[src/rtl/mem_port_arbiter.sv]
// Purpose: shares one 32-bit memory port between instruction fetch and MEM-stage data, data-first with a fetch starvation guard.
// Latency: strobes appear 1 cycle after the grant edge; resp is combinational with mem_resp; one IDLE cycle between transactions.
// Backpressure: requesters hold their request until their resp pulse; the downstream port paces completion through mem_resp.
module mem_port_arbiter #(
    parameter int unsigned STARVE_LIMIT = 4
) (
    input  logic        clk,
    input  logic        rst,
    input  logic        inst_read,
    input  logic [31:0] inst_address,
    output logic [31:0] inst_rdata,
    output logic        inst_resp,
    input  logic        data_read,
    input  logic        data_write,
    input  logic [31:0] data_address,
    input  logic [31:0] data_wdata,
    input  logic [3:0]  data_mbe,
    output logic [31:0] data_rdata,
    output logic        data_resp,
    output logic        mem_read,
    output logic        mem_write,
    output logic [31:0] mem_address,
    output logic [31:0] mem_wdata,
    output logic [3:0]  mem_byte_enable,
    input  logic [31:0] mem_rdata,
    input  logic        mem_resp,
    output logic        busy,
    output logic        proto_err
);

    typedef enum logic [1:0] {
        IDLE    = 2'd0,
        SERVE_I = 2'd1,
        SERVE_D = 2'd2
    } state_t;

    localparam logic [3:0] LIMIT = 4'(STARVE_LIMIT);

    state_t      state_q, state_d;
    logic [3:0]  starve_q, starve_d;
    logic [31:0] addr_q, wdata_q;
    logic [3:0]  mbe_q;
    logic        wr_q;
    logic        data_req;
    logic        grant_i, grant_d;

    assign data_req = data_read | data_write;

    // Grant decision, starvation counter update and next state.
    always_comb begin
        state_d  = state_q;
        starve_d = starve_q;
        grant_i  = 1'b0;
        grant_d  = 1'b0;
        case (state_q)
            IDLE: begin
                // Fetch wins only when data is absent or fetch has waited out the limit.
                if (inst_read && (!data_req || starve_q == LIMIT)) begin
                    grant_i = 1'b1;
                end else if (data_req) begin
                    grant_d = 1'b1;
                end
                if (grant_i) begin
                    state_d = SERVE_I;
                end else if (grant_d) begin
                    state_d = SERVE_D;
                end
                if (!inst_read || grant_i) begin
                    starve_d = 4'd0;
                end else if (grant_d && starve_q != LIMIT) begin
                    starve_d = starve_q + 4'd1;
                end
            end
            SERVE_I, SERVE_D: begin
                if (mem_resp) begin
                    state_d = IDLE;
                end
            end
            default: state_d = IDLE;
        endcase
    end

    // State and starvation counter registers.
    always_ff @(posedge clk or posedge rst) begin
        if (rst) begin
            state_q  <= IDLE;
            starve_q <= 4'd0;
        end else begin
            state_q  <= state_d;
            starve_q <= starve_d;
        end
    end

    // Capture the granted transaction so requester input changes cannot leak downstream.
    always_ff @(posedge clk or posedge rst) begin
        if (rst) begin
            addr_q  <= 32'd0;
            wdata_q <= 32'd0;
            mbe_q   <= 4'd0;
            wr_q    <= 1'b0;
        end else if (grant_i) begin
            addr_q  <= inst_address;
            wdata_q <= 32'd0;
            mbe_q   <= 4'b1111;
            wr_q    <= 1'b0;
        end else if (grant_d) begin
            addr_q  <= data_address;
            wdata_q <= data_wdata;
            mbe_q   <= data_mbe;
            wr_q    <= data_write;
        end
    end

    // Sticky flag for a data grant that carried both read and write.
    always_ff @(posedge clk or posedge rst) begin
        if (rst) begin
            proto_err <= 1'b0;
        end else if (grant_d && data_read && data_write) begin
            proto_err <= 1'b1;
        end
    end

    assign busy            = (state_q != IDLE);
    assign mem_read        = busy & ~wr_q;
    assign mem_write       = busy & wr_q;
    assign mem_address     = addr_q;
    assign mem_wdata       = wdata_q;
    assign mem_byte_enable = mbe_q;

    assign inst_resp  = (state_q == SERVE_I) & mem_resp;
    assign data_resp  = (state_q == SERVE_D) & mem_resp;
    assign inst_rdata = inst_resp ? mem_rdata : 32'd0;
    assign data_rdata = data_resp ? mem_rdata : 32'd0;

endmodule

[config.mk]
export PLATFORM = sky130hd
export DESIGN_NAME = mem_port_arbiter
export DESIGN_NICKNAME = d
export VERILOG_FILES = /design/src/rtl/mem_port_arbiter.sv
export SDC_FILE = /design/constraint.sdc
export NUM_CORES = 1
export LEC_CHECK = 0
export ABC_AREA = 1
export CORE_ASPECT_RATIO = 1.2
export CORE_MARGIN = 3
export CORE_UTILIZATION = 37
export DETAILED_ROUTE_END_ITERATION = 6
export HOLD_SLACK_MARGIN = 0.08
export PLACE_DENSITY = 0.85
export SLEW_MARGIN = 15
export SYNTH_ARGS = -nofsm -noshare
export SYNTH_HDL_FRONTEND = slang
export SYNTH_SLANG_ARGS = --single-unit
[constraint.sdc]
create_clock -name clk -period 2.9 [get_ports clk]
set_clock_uncertainty 0.1 [all_clocks]
set_input_delay 0.435 -clock clk [delete_from_list [all_inputs] [get_ports clk]]
set_output_delay 0.435 -clock clk [all_outputs]
set_load 0.01 [all_outputs]
==> metrics.txt, run 1 <==
status=finished, final reports clean; Mapped Cells=635; Max FO, Critical Path=33; synthesized area=4250 um^2; Non-Filler Instances=1058; syn avg cell area=6.69 um^2; Least-Margin Pin Slew=around 710 ps; clock latency on the worst-skew pair=330 ps; IO Port Bufs=275; WL per Instance=between 10 and 15 um; commonest cells after routing, fill and taps aside=275 x clkdlybuf4s50_1, 243 x nand2_1, 121 x inv_1; Top FF cell, synth=dfrtp_1; Worst Setup End Kind=primary output; die extent in x=104 um; CTS resizes=0; setup repair after global routing missed its margin=false; normalized max-slew margin=0.528; share of layout cells above drive strength 1=0.0409; Rows=42; #FFs+latches synth=76; Seq. cell area=1900 um^2; CTS HTree Levels=3; Hold Buf Count CTS=0; fin util=0.663; sum of negative setup slack=0 ps; Max Transition Viols Final=0; drt drc=0; placed insts=1042; min cycle time layout=2520 ps; Die Ht=between 100 and 150 um; f_max=0.397 GHz; VDD IR max=0.000410 V; EDFF count, synth=0; Seq/Total Area, Yosys=0.448; CTS Buffer Depth=2; PwrDens=842 nW/um^2; # diodes=0; antenna violations before repair=0; CORE AREA=11100 um^2; Overall Power=6.22 mW; Tightest Hold Check Type=flip-flop to flip-flop; yosys synthesis warning count=0; violation count after the first detailed-route iteration=221; CTS tree=yes; final RePlAce weighted congestion=0.800; io pins=276; clock-pin slew on the worst setup and hold paths=60 ps; number of setup buffers added after CTS=0; asr flop ratio synth=1.00; via count=4681; grt total ovfl=0; largest net degree at the start of global routing=65; setup slack, reg-to-reg=790 ps; Post-DP HPWL=roughly 11000 um; vias in the first global route=between 4000 and 5000; CTS sink cnt=76; Synth cell types=25; Total GRT Usage=0.227; Area growth syn-to-layout=74.0%; Min Hold Slack=377 ps; first-pass detailed-route iteration total=4; critical path startpoint category=flip-flop; die area=about 13000 um^2; DR vias/cell=4.42; final setup vio count=0; Pleak=3.91 nW; TritonCTS buffer count=9; fraction of the cycle the final worst path needs=0.870; Mapped Nets=779; Hold Fails Final Rpt=0; global-route wire length before repair=about 23000 um; area of the multi-input gates=1690 um^2; Crit Path Category=flip-flop to primary output; root buf cell=clkbuf_16; # fillers=964; fin nets=1043; final instance area=7390 um^2; placed cell area=7090 um^2; worst setup margin=378 ps; crit path DAT=around 2000 ps; Detail Route Antenna Nets=0; Post-Route WL=14600 um; starting density of the core=0.381; commonest non-fill, non-tap cell in the layout=clkdlybuf4s50_1; Data required, critical path=2370 ps; total of max-cap violations=0; Place WS=429 ps
## logic make-up (layout without fill, tap and decap cells)
group,Yosys count,count (layout),share of synthesized area
xor gates and xnor gates,1,1,0.00206
adders and majority gates,6,6,0.0177
DFF,76,76,0.448
buffers and inverters,157,426,0.154
and+or+nand+nor,385,385,0.364
AOI/OAI and AO/OA,10,10,0.0136
## where the power goes
group / switching [mW] / total (mW) / internal [mW]
Combinational: 1.69 / 3.30 / 1.61
Sequential: 0.261 / 1.82 / 1.56
Clock: 0.432 / 1.10 / 0.666
Total: 2.38 / 6.22 / 3.84
## cells in the mapped netlist, types with 2 or more instances
master	instances	area, um^2
nand2_1	243	912
inv_1	122	458
dfrtp_1	76	1900
nor2_1	76	285
nand3_1	56	280
buf_2	17	85.1
clkbuf_1	7	26.3
ha_1	6	75.1
buf_4	4	30.0
buf_6	4	45.0
nand2_2	4	25.0
inv_2	3	11.3
o21ai_0	3	15.0
o21ai_1	2	10.0
o22ai_1	2	12.5
## final cells by class
cell class | instances | share of cell area
clock buffers | 10 | 0.0310
clock inverters | 6 | 0.00864
inverters | 125 | 0.0637
multi-input cells | 402 | 0.229
flip-flops and latches | 76 | 0.257
well taps | 154 | 0.0261
repair buffers | 285 | 0.384
## state kept, by name, summed over array words and instances (netlist names)
signal,count
state_q,2
mem_byte_enable,4
proto_err,1
starve_q,4
wr_q,1
mem_wdata,32
mem_address,32
## worst paths after layout
kind | from | endpoint | cells past startpoint
max in group asynchronous | rst | starve_q[3] | 3
worst max register to register | state_q[0] | mem_address[3] | 9
worst max-delay path | state_q[0] | data_rdata[25] | 6
worst min register to register | mem_address[26] | mem_address[26] | 2
worst min-delay path | mem_address[26] | mem_address[26] | 2
min in group asynchronous | rst | mem_wdata[23] | 2
## per-layer routing
layer  global-route usage  wire length, um
met1                0.246             5380
met2                0.410             7550
met3               0.0773             1210
met4               0.0923              469
met5                    0                0
## worst max-delay path: stages, from the launching register on
cell             delay (ps)
dfrtp_1                 400
inv_1                   110
ha_1                    160
nand2_1                  50
buf_4                   230
nor2_1                  140
clkdlybuf4s50_1         560
No activity file was read; power rests on OpenSTA's default activity.
==> run 2: changes to the inputs <==
CELL_PAD_IN_SITES_DETAIL_PLACEMENT = 0   (was unset)
CELL_PAD_IN_SITES_GLOBAL_PLACEMENT = 1   (was unset)
CORE_UTILIZATION = 24   (was 37)
==> metrics.txt, run 2 (synthesis gave the netlist of run 1 again) <==
Rows=52 (+24%); sum of negative setup slack=0 ps (unchanged); M1 GR Usage=0.176 (-0.0701); Detail Route Antenna Nets=0 (unchanged); vias in the first global route=4239 (-5.1%); die area=19300 um^2 (+51%); PwrDens=852 nW/um^2 (+1.2%); global routing's busiest layer=met2; grt total ovfl=0 (unchanged); Pleak=3.94 nW (+0.89%); via count=4610 (-1.5%); clock-pin slew on the worst setup and hold paths=60 ps (about the same); CP max stage delay=550 ps (about the same); Post-DP HPWL=11500 um (+2.4%); io pins=276 (unchanged); fin nets=1044 (+0.096%); Hold Buf Count CTS=0 (unchanged); number of setup buffers added after CTS=0 (unchanged); Die Ht=152 um (+23%); commonest non-fill, non-tap cell in the layout=clkdlybuf4s50_1; met2 usage=0.265 (-0.146); commonest cells after routing, fill and taps aside=275 x clkdlybuf4s50_1, 243 x nand2_1, 121 x inv_1; VDD IR max=0.000371 V (-9.6%); CORE AREA=17100 um^2 (+54%); # diodes=0 (unchanged); total of max-cap violations=0 (unchanged); CTS sink cnt=76 (unchanged); first-pass detailed-route iteration total=4 (unchanged); met3 Use GR=0.0445 (-0.0328); Min Hold Slack=366 ps (-11.0 ps); Least-Margin Pin Slew=724 ps (+15.6 ps); WL per Instance=13.7 um (-1.1%); Cell Chain, Critical Path=inv_1 -> ha_1 -> nand2_1 -> buf_4 -> nor2_1 -> clkdlybuf4s50_1; Worst path slowest cell=clkdlybuf4s50_1; root buf cell=clkbuf_16; largest net degree at the start of global routing=65 (unchanged); Post-Route WL=15300 um (+4.8%); Data required, critical path=2370 ps (about the same); share of layout cells above drive strength 1=0.0431 (+0.00216); Tightest Hold Check Type=primary input to asynchronous set/reset pin; min cycle time layout=2500 ps (-20.8 ps); critical path startpoint category=flip-flop; die extent in x=127 um (+23%); status=finished, final reports clean; Max FO, Critical Path=33 (unchanged); clock latency on the worst-skew pair=340 ps (about the same); final setup vio count=0 (unchanged); crit path DAT=1970 ps (-20 ps); CP top delay family=buffers and inverters; Hold Fails Final Rpt=0 (unchanged); f_max=0.400 GHz (+0.83%); antenna violations before repair=0 (unchanged); fraction of the cycle the final worst path needs=0.862 (-0.00718); CTS tree=yes; DR vias/cell=4.11 (-7.1%); drt drc=0 (unchanged); CTS Buffer Depth=2 (unchanged); IO Port Bufs=275 (unchanged); Crit Path Category=flip-flop to primary output; Area growth syn-to-layout=77.0%; CTS resizes=0 (unchanged); normalized max-slew margin=0.518 (-0.0104); CTS HTree Levels=3 (unchanged); setup repair after global routing missed its margin=false; final RePlAce weighted congestion=0.754 (-5.8%); TritonCTS buffer count=9 (unchanged); Total GRT Usage=0.151 (-0.0763); Crit path buffers/inverters=3 (unchanged); global-route wire length before repair=23000 um (+0.30%); violation count after the first detailed-route iteration=176 (-20%); starting density of the core=0.248 (-0.133); Max Transition Viols Final=0 (unchanged); Worst Setup End Kind=primary output
-- run 2: changes by cell type in the layout (fill, tap and decap cells not counted) --
| cell | change |
|---|---|
| clkinv_4 | +2 |
| clkinvlp_4 | -2 |
| buf_12 | +1 |
| bufinv_16 | +1 |
| clkbuf_1 | -1 |
| clkbuf_8 | +1 |
| inv_6 | -1 |
-- run 2: path summary, 6_finish.rpt --
check | start | to | slack (ps) | depth (start not counted)
max | state_q[0] | data_rdata[26] | 400 | 6
min | rst | mem_wdata[10] | 370 | 2
max reg2reg | state_q[0] | mem_address[1] | 890 | 9
min reg2reg | mem_address[27] | mem_address[27] | 380 | 2
max in group asynchronous | rst | mem_wdata[0] | 1670 | 3
min in group clk | mem_address[27] | mem_address[27] | 380 | 2
-- run 2: power breakdown --
part | internal (mW) | total [mW] | switching, mW
sequential | 1.56 | 1.84 | 0.273
combinational | 1.62 | 3.33 | 1.71
clock | 0.777 | 1.24 | 0.464
-- run 2: layout make-up --
| class | count | area [um^2] |
|---|---|---|
| repair buffers | 286 | 2860 |
| fillers | 1736 | 9590 |
| flip-flops and latches | 76 | 1900 |
| multi-input cells | 402 | 1690 |
| inverters | 125 | 470 |
| clock inverters | 6 | 87.6 |
| clock buffers | 10 | 239 |
| well taps | 216 | 270 |
-- run 2: metal layers --
metal | up-vias | wire length [um] | part of all wire
li1 | 2366 | - | -
met3 | 18 | 1350 | 0.088
met2 | 197 | 7520 | 0.49
met4 | 0 | 309 | 0.020
met5 | - | 0 | 0
met1 | 2029 | 6130 | 0.40
-- run 2: metrics by stage --
step | instance area (um^2) | total power [mW] | util | cells | worst slack, ps
final | 7520 | 6.41 | 0.439 | 1121 | 399
after global routing | 7520 | 6.92 | 0.439 | 1121 | 248
after CTS | 7520 | 6.53 | 0.439 | 1121 | 370
after detailed placement | 7190 | 5.23 | 0.420 | 1105 | 434
after global placement | 7190 | 5.21 | 0.420 | 1105 | 446
after floorplan | 4250 | 3.48 | - | 635 | 427
